File: config.mk
export PLATFORM = sky130hd
export DESIGN_NAME = wb_ifetch
export DESIGN_NICKNAME = d
export VERILOG_FILES = /design/src/rtl/wb_ifetch_pkg.sv /design/src/rtl/wb_ifetch_fifo.sv /design/src/rtl/wb_ifetch.sv
export SDC_FILE = /design/constraint.sdc
export NUM_CORES = 1
export LEC_CHECK = 0
export ABC_AREA = 1
export ABC_CLOCK_PERIOD_IN_PS = 3800
export CAP_MARGIN = 0
export CORE_ASPECT_RATIO = 1.75
export CORE_MARGIN = 2
export CORE_UTILIZATION = 40
export DETAILED_ROUTE_END_ITERATION = 10
export PLACE_DENSITY = 0.72
export SETUP_SLACK_MARGIN = 0.15
export SYNTH_ARGS = -nofsm -noshare
export SYNTH_HDL_FRONTEND = slang
export SYNTH_SLANG_ARGS = --single-unit
File: constraint.sdc
create_clock -name clk -period 3.8 [get_ports clk]
set_clock_uncertainty 0.15 [all_clocks]
set_input_delay 0.38 -clock clk [delete_from_list [all_inputs] [get_ports clk]]
set_output_delay 0.38 -clock clk [all_outputs]
set_load 0.05 [all_outputs]
File: src/rtl/wb_ifetch_pkg.sv
// wb_ifetch_pkg
//   Shared types and constants for the J1 instruction prefetch path.
//   fetch_t pairs an instruction word with the word address it was fetched
//   from, at the default ROM geometry (8192 x 16).
package wb_ifetch_pkg;

  localparam int INSN_W     = 16;
  localparam int DEF_AWIDTH = 13;
  localparam int DEF_DEPTH  = 4;

  typedef struct packed {
    logic [INSN_W-1:0]     insn;
    logic [DEF_AWIDTH-1:0] pc;
  } fetch_t;

  // Width of the pending/discard counters. Two bits beyond the FIFO index
  // leave headroom for a flushed stream plus a full new credit window.
  function automatic int cnt_width(input int depth);
    return $clog2(depth) + 2;
  endfunction

endpackage

File: src/rtl/wb_ifetch_fifo.sv
// sync_fifo
//   Small synchronous FIFO with flush, reusable by any Wishbone master.
//   Head data comes straight from registered storage, so a word is visible
//   the cycle after it is pushed.
// Ports:
//   clk, rst       clock, synchronous active-high reset
//   flush          empties the FIFO; push and pop that cycle are ignored
//   push, wdata    write one entry (dropped if full and not popping)
//   pop            advance head (ignored when empty)
//   head           current head entry
//   count, empty   occupancy
module sync_fifo #(
  parameter int depth = 4,
  parameter int width = 8
) (
  input  logic                   clk,
  input  logic                   rst,
  input  logic                   flush,
  input  logic                   push,
  input  logic [width-1:0]       wdata,
  input  logic                   pop,
  output logic [width-1:0]       head,
  output logic [$clog2(depth):0] count,
  output logic                   empty
);

  localparam int AW = $clog2(depth);
  localparam int FW = AW + 1;

  logic [width-1:0] mem [depth];
  logic [AW-1:0]    rd_ptr;
  logic [AW-1:0]    wr_ptr;
  logic             full;
  logic             do_push;
  logic             do_pop;

  assign empty   = (count == '0);
  assign full    = (count == FW'(depth));
  assign do_pop  = pop & ~empty & ~flush;
  assign do_push = push & ~flush & (~full | do_pop);
  assign head    = mem[rd_ptr];

  // Pointers wrap naturally because depth is a power of two.
  always_ff @(posedge clk) begin
    if (rst || flush) begin
      rd_ptr <= '0;
      wr_ptr <= '0;
      count  <= '0;
    end else begin
      if (do_push) wr_ptr <= wr_ptr + AW'(1);
      if (do_pop)  rd_ptr <= rd_ptr + AW'(1);
      case ({do_push, do_pop})
        2'b10:   count <= count + FW'(1);
        2'b01:   count <= count - FW'(1);
        default: ;
      endcase
    end
  end

  always_ff @(posedge clk) begin
    if (do_push) mem[wr_ptr] <= wdata;
  end

endmodule

File: src/rtl/wb_ifetch.sv
// wb_ifetch
//   Instruction prefetch unit for the J1 core. Acts as a pipelined Wishbone
//   master toward the instruction ROM, streams sequential 16-bit words into
//   a prefetch FIFO and presents them to the core with valid/ready. A
//   redirect flushes the FIFO, restarts at pc_in and drops acks that still
//   belong to the old stream.
// Ports:
//   clk, rst           clock, synchronous active-high reset
//   wb_cyc, wb_stb     bus cycle / request strobe
//   wb_adr             word address of the request
//   wb_we, wb_dat_m    write enable and write data, both tied to zero
//   wb_dat_s           read data from the slave
//   wb_ack, wb_stall   slave acknowledge / pipeline stall
//   redirect, pc_in    load a new fetch address this cycle
//   insn_valid/ready   handshake to the core
//   insn, insn_pc      head instruction and its word address
module wb_ifetch
  import wb_ifetch_pkg::*;
#(
  parameter int          depth    = DEF_DEPTH,
  parameter int          awidth   = DEF_AWIDTH,
  parameter int unsigned reset_pc = 0
) (
  input  logic              clk,
  input  logic              rst,
  output logic              wb_cyc,
  output logic              wb_stb,
  output logic              wb_we,
  output logic [awidth-1:0] wb_adr,
  output logic [15:0]       wb_dat_m,
  input  logic [15:0]       wb_dat_s,
  input  logic              wb_ack,
  input  logic              wb_stall,
  input  logic              redirect,
  input  logic [awidth-1:0] pc_in,
  output logic              insn_valid,
  input  logic              insn_ready,
  output logic [15:0]       insn,
  output logic [awidth-1:0] insn_pc
);

  localparam int CW = cnt_width(depth);
  localparam int FW = $clog2(depth) + 1;

  typedef struct packed {
    logic [INSN_W-1:0] insn;
    logic [awidth-1:0] pc;
  } entry_t;

  logic              rst_q;
  logic [awidth-1:0] adr;
  logic [awidth-1:0] ack_pc;
  logic [CW-1:0]     pending;
  logic [CW-1:0]     discard;
  logic [FW-1:0]     fifo_count;
  logic              fifo_empty;
  logic              credit;
  logic              req_acc;
  logic              ack_new;
  logic              ack_old;
  logic              push;
  logic              pop;
  entry_t            wr_entry;
  entry_t            head_entry;

  // Requests in flight for the current stream plus words already buffered
  // never exceed depth, so every ack of the current stream has a FIFO slot.
  assign credit  = (CW'(fifo_count) + pending) < CW'(depth);
  assign wb_stb  = ~redirect & ~rst & ~rst_q & credit;
  assign wb_cyc  = ~rst & (wb_stb | (pending != '0) | (discard != '0));
  assign wb_adr  = adr;
  assign wb_we   = 1'b0;
  assign wb_dat_m = '0;

  assign req_acc = wb_stb & ~wb_stall;
  assign ack_old = wb_ack & (discard != '0);
  assign ack_new = wb_ack & (discard == '0);
  // An ack in the redirect cycle belongs to the old stream and is dropped.
  assign push    = ack_new & ~redirect;
  assign pop     = insn_valid & insn_ready & ~redirect;

  assign wr_entry = '{insn: wb_dat_s, pc: ack_pc};

  always_ff @(posedge clk) begin
    if (rst) begin
      rst_q   <= 1'b1;
      adr     <= awidth'(reset_pc);
      ack_pc  <= awidth'(reset_pc);
      pending <= '0;
      discard <= '0;
    end else begin
      rst_q <= 1'b0;
      if (redirect) begin
        adr     <= pc_in;
        ack_pc  <= pc_in;
        pending <= '0;
        // Everything still owed to the old stream moves into discard,
        // less the ack consumed at this edge, plus a request accepted now.
        discard <= discard + pending - CW'(wb_ack) + CW'(req_acc);
      end else begin
        if (req_acc) adr <= adr + awidth'(1);
        if (push)    ack_pc <= ack_pc + awidth'(1);
        if (ack_old) discard <= discard - CW'(1);
        pending <= pending + CW'(req_acc) - CW'(ack_new);
      end
    end
  end

  sync_fifo #(
    .depth (depth),
    .width ($bits(entry_t))
  ) u_fifo (
    .clk   (clk),
    .rst   (rst),
    .flush (redirect),
    .push  (push),
    .wdata (wr_entry),
    .pop   (pop),
    .head  (head_entry),
    .count (fifo_count),
    .empty (fifo_empty)
  );

  assign insn_valid = ~fifo_empty;
  assign insn       = head_entry.insn;
  assign insn_pc    = head_entry.pc;

endmodule

==> flow_summary_export.csv, run 1 <==
group,metric,value,unit
routing,drc,0,
cts,htreeDepth,4,
floorplanning,die_w,107,um
timing,max_freq,0.332,GHz
cts,clock_latency,0.41,ns
min_path,hold_path_class,"reg -> reg",
synthesis,yosysUniqueCellTypes,37,
synthesis,synth_area,0.00741,mm2
synthesis,synth_xor_area_share,0.710,%
placement,numPortBuffers,79,
power,vdd_drop_max,0.000351,V
synthesis,yosysSeqAreaShare,58.9,%
timing,slew_headroom,40.6,%
global_route,grt_pass1_vias,5421,
synthesis,ys.flop_type,"edfxtp_1",
synthesis,synth_top_family_by_area,"simple AND/OR/NAND/NOR gates",
setup_path,worstPathArrival,2.49,ns
cts,cts-hold-fix-buffers,0,
global_route,grt_pass1_wl,25.8,mm
synthesis,synth-compound-area-share,10.7,%
timing,rsz0062_at_grt,"no",
synthesis,yosysWarnings,0,
floorplanning,rows,65,
placement,hpwl,10.8,mm
synthesis,synth-async-reset-ratio,0,%
routing,viasPerCell,5.05,
synthesis,yosys-mux-area-fraction,0,%
timing,timing.final.crit_share,79.4,%
cts,cts_made_buffers,17,
timing,drv_slew,0,
timing,finalSetupViolCount,0,
synthesis,yosys.area_share.simple,17.6,%
final_layout,final_nets,886,
setup_path,critPathLaunchType,"flop",
timing,finalHoldViolations,0,
status,status,"finished clean",
synthesis,ys_ff_latch,160,
cts,postCtsSetupBuffers,0,
power,p_leak,3.46,nW
routing,drt_first_pass_iters,5,
cts,clockRootBuffer,"clkbuf_16",
final_layout,drive_gt1_share,12.7,%
timing,fin_setup_tns,0,ns
timing,period_needed,3.02,ns
cts,tritoncts,"built",
setup_path,setup.worst_path.end_class,"output port",
cts,cts.clk_slew.worst_paths,0.06,ns
global_route,overflow,0,
synthesis,syn_inst,750,
routing,wl_per_cell,15.0,um
synthesis,ys_top_cells_by_area,"edfxtp_1 (47%), dfxtp_1 (12%), o21ai_0 (5.3%), nand2_1 (5.3%), nor2_1 (5.0%)",
job,maxCapViolCount,0,
synthesis,post_synth_fa_ha_maj_area_fraction,4.29,%
floorplanning,core,0.0181,mm2
synthesis,yosys.area.top_type_share,47.0,%
placement,place_ws,0.511,ns
routing,drt_iter0_drc,384,
timing,setup_ws,0.784,ns
power,power_density,505,mW/mm2
synthesis,synth_most_common_cell,"edfxtp_1",
final_layout,syn_to_final_growth,20.3,%
cts,clock-sinks,160,
floorplanning,start_util,41.0,%
setup_path,crit_fanout,35,
routing,ant_nets,0,
setup_path,required,3.27,ns
timing,worst_pin_slew,0.886,ns
placement,gp_congestion,0.822,
synthesis,avgSynthCellArea,9.87,um2
global_route,grt_max_degree,59,
cts,cts_resized,0,
synthesis,yosys-top-cells-count,"edfxtp_1 (116), nand2_1 (105), nor2_1 (99)",
final_layout,antenna-diode-count,0,
synthesis,synth_edf_count,116,
global_route,track_usage,16.7,%
synthesis,yosys.area.top_type,"edfxtp_1",
routing,wl,16.1,mm
floorplanning,die-area,0.0197,mm2
floorplanning,pin_count,97,
cts,ctsLongestPathBuffers,2,
setup_path,timing_worst_setup_path_type,"reg -> out",
floorplanning,fp.dieH,184,um
global_route,antenna_found_initial,0,
routing,routed-via-count,5423,
placed cells by master (no fill, tap or decap), types with 2 or more instances in the layout:
| cell type | Yosys | routed |
|---|---|---|
| dfxtp_1 | 44 | 43 |
| nor2_1 | 99 | 95 |
| xor2_1 | 5 | 5 |
| bufinv_16 | 0 | 3 |
| inv_1 | 74 | 73 |
| inv_6 | 0 | 6 |
| nor3_1 | 4 | 4 |
| clkbuf_16 | 0 | 17 |
| buf_4 | 19 | 40 |
| nand3_4 | 2 | 2 |
| nand3_1 | 53 | 53 |
| o21ai_1 | 4 | 4 |
| nand2_1 | 105 | 105 |
| inv_8 | 0 | 2 |
| o21ai_0 | 79 | 79 |
| conb_1 | 1 | 17 |
| nand3_2 | 2 | 2 |
| nand2_4 | 3 | 3 |
| o22ai_1 | 29 | 29 |
| edfxtp_1 | 116 | 116 |
| a21oi_1 | 26 | 26 |
| nor2_4 | 3 | 7 |
| clkinv_4 | 0 | 2 |
| ha_1 | 19 | 19 |
| fa_1 | 4 | 4 |
| o31ai_1 | 2 | 2 |
| nand4_1 | 2 | 2 |
| clkdlybuf4s50_1 | 0 | 48 |
| nor3_2 | 2 | 2 |
| inv_2 | 5 | 5 |
| or2_2 | 5 | 5 |
| nand2_2 | 6 | 6 |
| a31oi_1 | 4 | 4 |
worst max-delay path, cell delays in order, from the launching register on:
cell	delay (ns)
dfxtp_2	0.32
clkinv_1	0.68
buf_4	0.51
o21ai_0	0.24
o22ai_1	0.11
buf_4	0.20
flip-flops by register name (all words and copies together), names as in the netlist, named ones only:
name and flops:
wb_adr 13, pending 4, u_fifo.mem 116, u_fifo.count 3, discard 4, u_fifo.wr_ptr 2, ack_pc 13, u_fifo.rd_ptr 2
rst_q 1
metrics by stage:
stage | utilization [%] | area [um2] | hold WS (ns) | cells | total power [mW]
finish | 49.4 | 8910 | 0.319 | 1074 | 4.50
global route | 49.4 | 8910 | 0.347 | 1074 | 4.69
CTS | 49.4 | 8910 | 0.318 | 1074 | 4.53
detailed placement | 46.0 | 8300 | 0.308 | 1043 | 2.76
global placement | 46.0 | 8300 | 0.297 | 1043 | 2.75
floorplan | - | 7470 | 0.258 | 766 | 2.56
cell type report:
cell class,count,area (um2)
inverter,80,303
fill,1691,9140
clock buffer,17,425
sequential,160,4370
multi-input combinational,481,2550
timing repair buffer,88,781
clock inverter,14,190
tap,234,293
power by group:
| part | internal (mW) | total, mW | switching (mW) | leakage, nW |
|---|---|---|---|---|
| Combinational | 0.236 | 0.714 | 0.479 | 1.75 |
| Clock | 1.05 | 1.78 | 0.727 | 0.300 |
| Sequential | 1.95 | 2.00 | 0.0579 | 1.42 |
| Total | 3.24 | 4.50 | 1.26 | 3.46 |
cell families after synthesis:
| group | after synthesis |
|---|---|
| AND/OR/NAND/NOR | 288 |
| flip-flops | 160 |
| AO/OA/AOI/OAI | 147 |
| buffers and inverters | 125 |
| adder cells (fa/ha/maj) | 23 |
| XOR/XNOR | 6 |
| other | 1 |
metal layers:
metal | vias to the layer above | global-route usage (%) | wire length [um]
li1 | 2674 | - | -
met2 | 142 | 32.4 | 8890
met1 | 2582 | 17.5 | 6120
met3 | 25 | 2.80 | 636
met5 | - | 0 | 0
met4 | 0 | 6.60 | 421
path summary, 6_finish.rpt:
check / startpoint / to / slack [ns] / depth (start not counted)
worst min register to register: discard[1]$_SDFFE_PP0P_ / discard[1]$_SDFFE_PP0P_ / 0.32 / 2
worst max-delay path: flop / insn_pc[12] / 0.78 / 5
worst max register to register: pending[1]$_SDFF_PP0_ / discard[1]$_SDFFE_PP0P_ / 0.99 / 10
worst min-delay path: discard[1]$_SDFFE_PP0P_ / discard[1]$_SDFFE_PP0P_ / 0.32 / 2
Power figures use the tool's default switching activity.
==> inputs of run 2 (changes only) <==
--- a/config.mk
+++ b/config.mk
@@ -6,7 +6,7 @@
 export NUM_CORES = 1
 export LEC_CHECK = 0
 export ABC_AREA = 1
-export ABC_CLOCK_PERIOD_IN_PS = 3800
+export ABC_CLOCK_PERIOD_IN_PS = 2800
 export CAP_MARGIN = 0
 export CORE_ASPECT_RATIO = 1.75
 export CORE_MARGIN = 2
==> constraint.sdc (replaced) <==
create_clock -name clk -period 2.8 [get_ports clk]
set_clock_uncertainty 0.15 [all_clocks]
set_input_delay 0.28 -clock clk [delete_from_list [all_inputs] [get_ports clk]]
set_output_delay 0.28 -clock clk [all_outputs]
set_load 0.05 [all_outputs]
==> flow_summary_export.csv, run 2 (synthesis gave the netlist of run 1 again) <==
group,metric,value,unit
min_path,hold_path_class,"reg -> reg",
final_layout,multi_input_area,0.00256,mm2
timing,whs,0.314,ns
setup_path,setup.worst_path.end_class,"flop",
setup_path,required,2.95,ns
placement,numPortBuffers,79,
routing,drc,0,
setup_path,reg2reg_slack,0.30,ns
routing,drt_first_pass_iters,4,
floorplanning,start_util,41.0,%
setup_path,r2r_end,"discard[1]$_SDFFE_PP0P_",
timing,max_freq,0.401,GHz
placement,gp_congestion,0.829,
min_path,holdCritStartpoint,"u_fifo.rd_ptr[1]$_SDFFE_PP0P_",
final_layout,final_cell_mix,"edfxtp_1 (116), nand2_1 (105), nor2_1 (95), o21ai_0 (78), inv_1 (73)",
timing,fin_setup_tns,0,ns
min_path,min_to,"u_fifo.rd_ptr[1]$_SDFFE_PP0P_",
cts,clockRootBuffer,"clkbuf_16",
floorplanning,fp.dieH,184,um
timing,worst_pin_slew,0.575,ns
global_route,antenna_found_initial,0,
setup_path,crit_fanout,4,
setup_path,r2r-start,"pending[2]$_SDFF_PP0_",
final_layout,regArea,0.00437,mm2
final_layout,largest_register,"u_fifo.mem",
timing,finalSetupViolCount,0,
timing,finalHoldViolations,0,
setup_path,worstPathArrival,2.65,ns
routing,routed-via-count,5448,
final_layout,syn_to_final_growth,21.6,%
cts,cts.clk_slew.worst_paths,0.07,ns
timing,timing.final.crit_share,89.1,%
power,p_leak,3.50,nW
routing,ant_nets,0,
cts,tritoncts,"built",
floorplanning,rows,65,
final_layout,layout_commonest_cell,"edfxtp_1",
setup_path,timing_worst_setup_path_type,"reg -> reg",
global_route,overflow,0,
floorplanning,die-area,0.0197,mm2
floorplanning,pin_count,97,
setup_path,critPathLaunchType,"flop",
final_layout,antenna-diode-count,0,
job,maxCapViolCount,0,
timing,slew_headroom,61.7,%
min_path,hold_depth,2,
global_route,grt_pass1_vias,5314,
global_route,track_usage,16.8,%
power,power_density,661,mW/mm2
global_route,grt_max_degree,59,
cts,cts_made_buffers,17,
cts,cts-hold-fix-buffers,0,
routing,wl_per_cell,14.6,um
cts,clock-sinks,160,
routing,wl,15.8,mm
cts,clock_latency,0.41,ns
floorplanning,die_w,107,um
cts,htreeDepth,4,
timing,rsz0062_at_grt,"yes",
timing,drv_slew,0,
final_layout,largest_reg_flops,116,
floorplanning,core,0.0181,mm2
final_layout,n_fill_cell,1633,
routing,drt_iter0_drc,237,
global_route,grt_pass1_wl,25.5,mm
cts,ctsLongestPathBuffers,2,
setup_path,worstRegToRegCells,10,
power,vdd_drop_max,0.000372,V
timing,period_needed,2.50,ns
status,status,"finished clean",
final_layout,drive_gt1_share,14.0,%
routing,viasPerCell,5.03,
final_layout,final_nets,895,
placement,hpwl,10.7,mm
==> run 2: cell type report <==
type	count	share of cell area [%]
clock inverter	12	1.39
tap	234	3.25
clock buffer	20	5.07
inverter	80	3.40
multi-input combinational	481	28.4
sequential	160	48.5
timing repair buffer	97	9.98
==> run 2: routing by layer <==
metal	global-route usage, %	vias up	share of wire (%)
met5	0	-	0
met4	7.06	0	2.3
met3	3.65	28	3.8
met2	31.5	156	55
met1	17.7	2563	39
li1	-	2701	-
==> run 2: critical path: stages (launching register included) <==
cell,delay [ns]
dfxtp_1,0.31
ha_1,0.33
o21ai_1,0.13
nand2_1,0.09
nor2_4,0.12
nand3_4,0.10
fa_2,0.38
fa_2,0.53
nor2_1,0.04
o21ai_1,0.12
a21oi_1,0.08
==> run 2: what timing repair did <==
item	CTS	global route
setup endpoints to repair	0	21
gates resized for setup	0	4
buffers inserted	0	0
==> run 2: metrics by stage <==
step                instance area [um2]  worst slack (ns)  total power, mW  utilization [%]  instances
global placement                   8410             0.159             3.75             46.6       1052
global route                       9000             0.126             6.21             49.9       1084
floorplan                          7470           -0.0803             3.47                -        766
finish                             9000             0.304             5.95             49.9       1084
CTS                                9000             0.189             6.00             49.8       1084
detailed placement                 8410             0.103             3.77             46.6       1052
==> run 2: how the worst max path moves through the flow <==
stage | startpoint | end | slack [ns] | cells past startpoint
4_1_cts | flop | insn_pc[4] | 0.19 | 5
6_report | pending[2]$_SDFF_PP0_ | discard[1]$_SDFFE_PP0P_ | 0.30 | 10
3_3_place_gp | rst | discard[1]$_SDFFE_PP0P_ | 0.16 | 10
2_1_floorplan | discard[0]$_SDFFE_PP0P_ | u_fifo.mem[0][0]$_DFFE_PP_ | -0.08 | 8
3_5_place_dp | rst | discard[1]$_SDFFE_PP0P_ | 0.10 | 10
5_1_grt | pending[2]$_SDFF_PP0_ | discard[1]$_SDFFE_PP0P_ | 0.13 | 10
==> run 2: power breakdown <==
part	switching (mW)	internal, mW
Clock	0.946	1.29
Combinational	0.654	0.341
Sequential	0.0779	2.64
Total	1.68	4.27
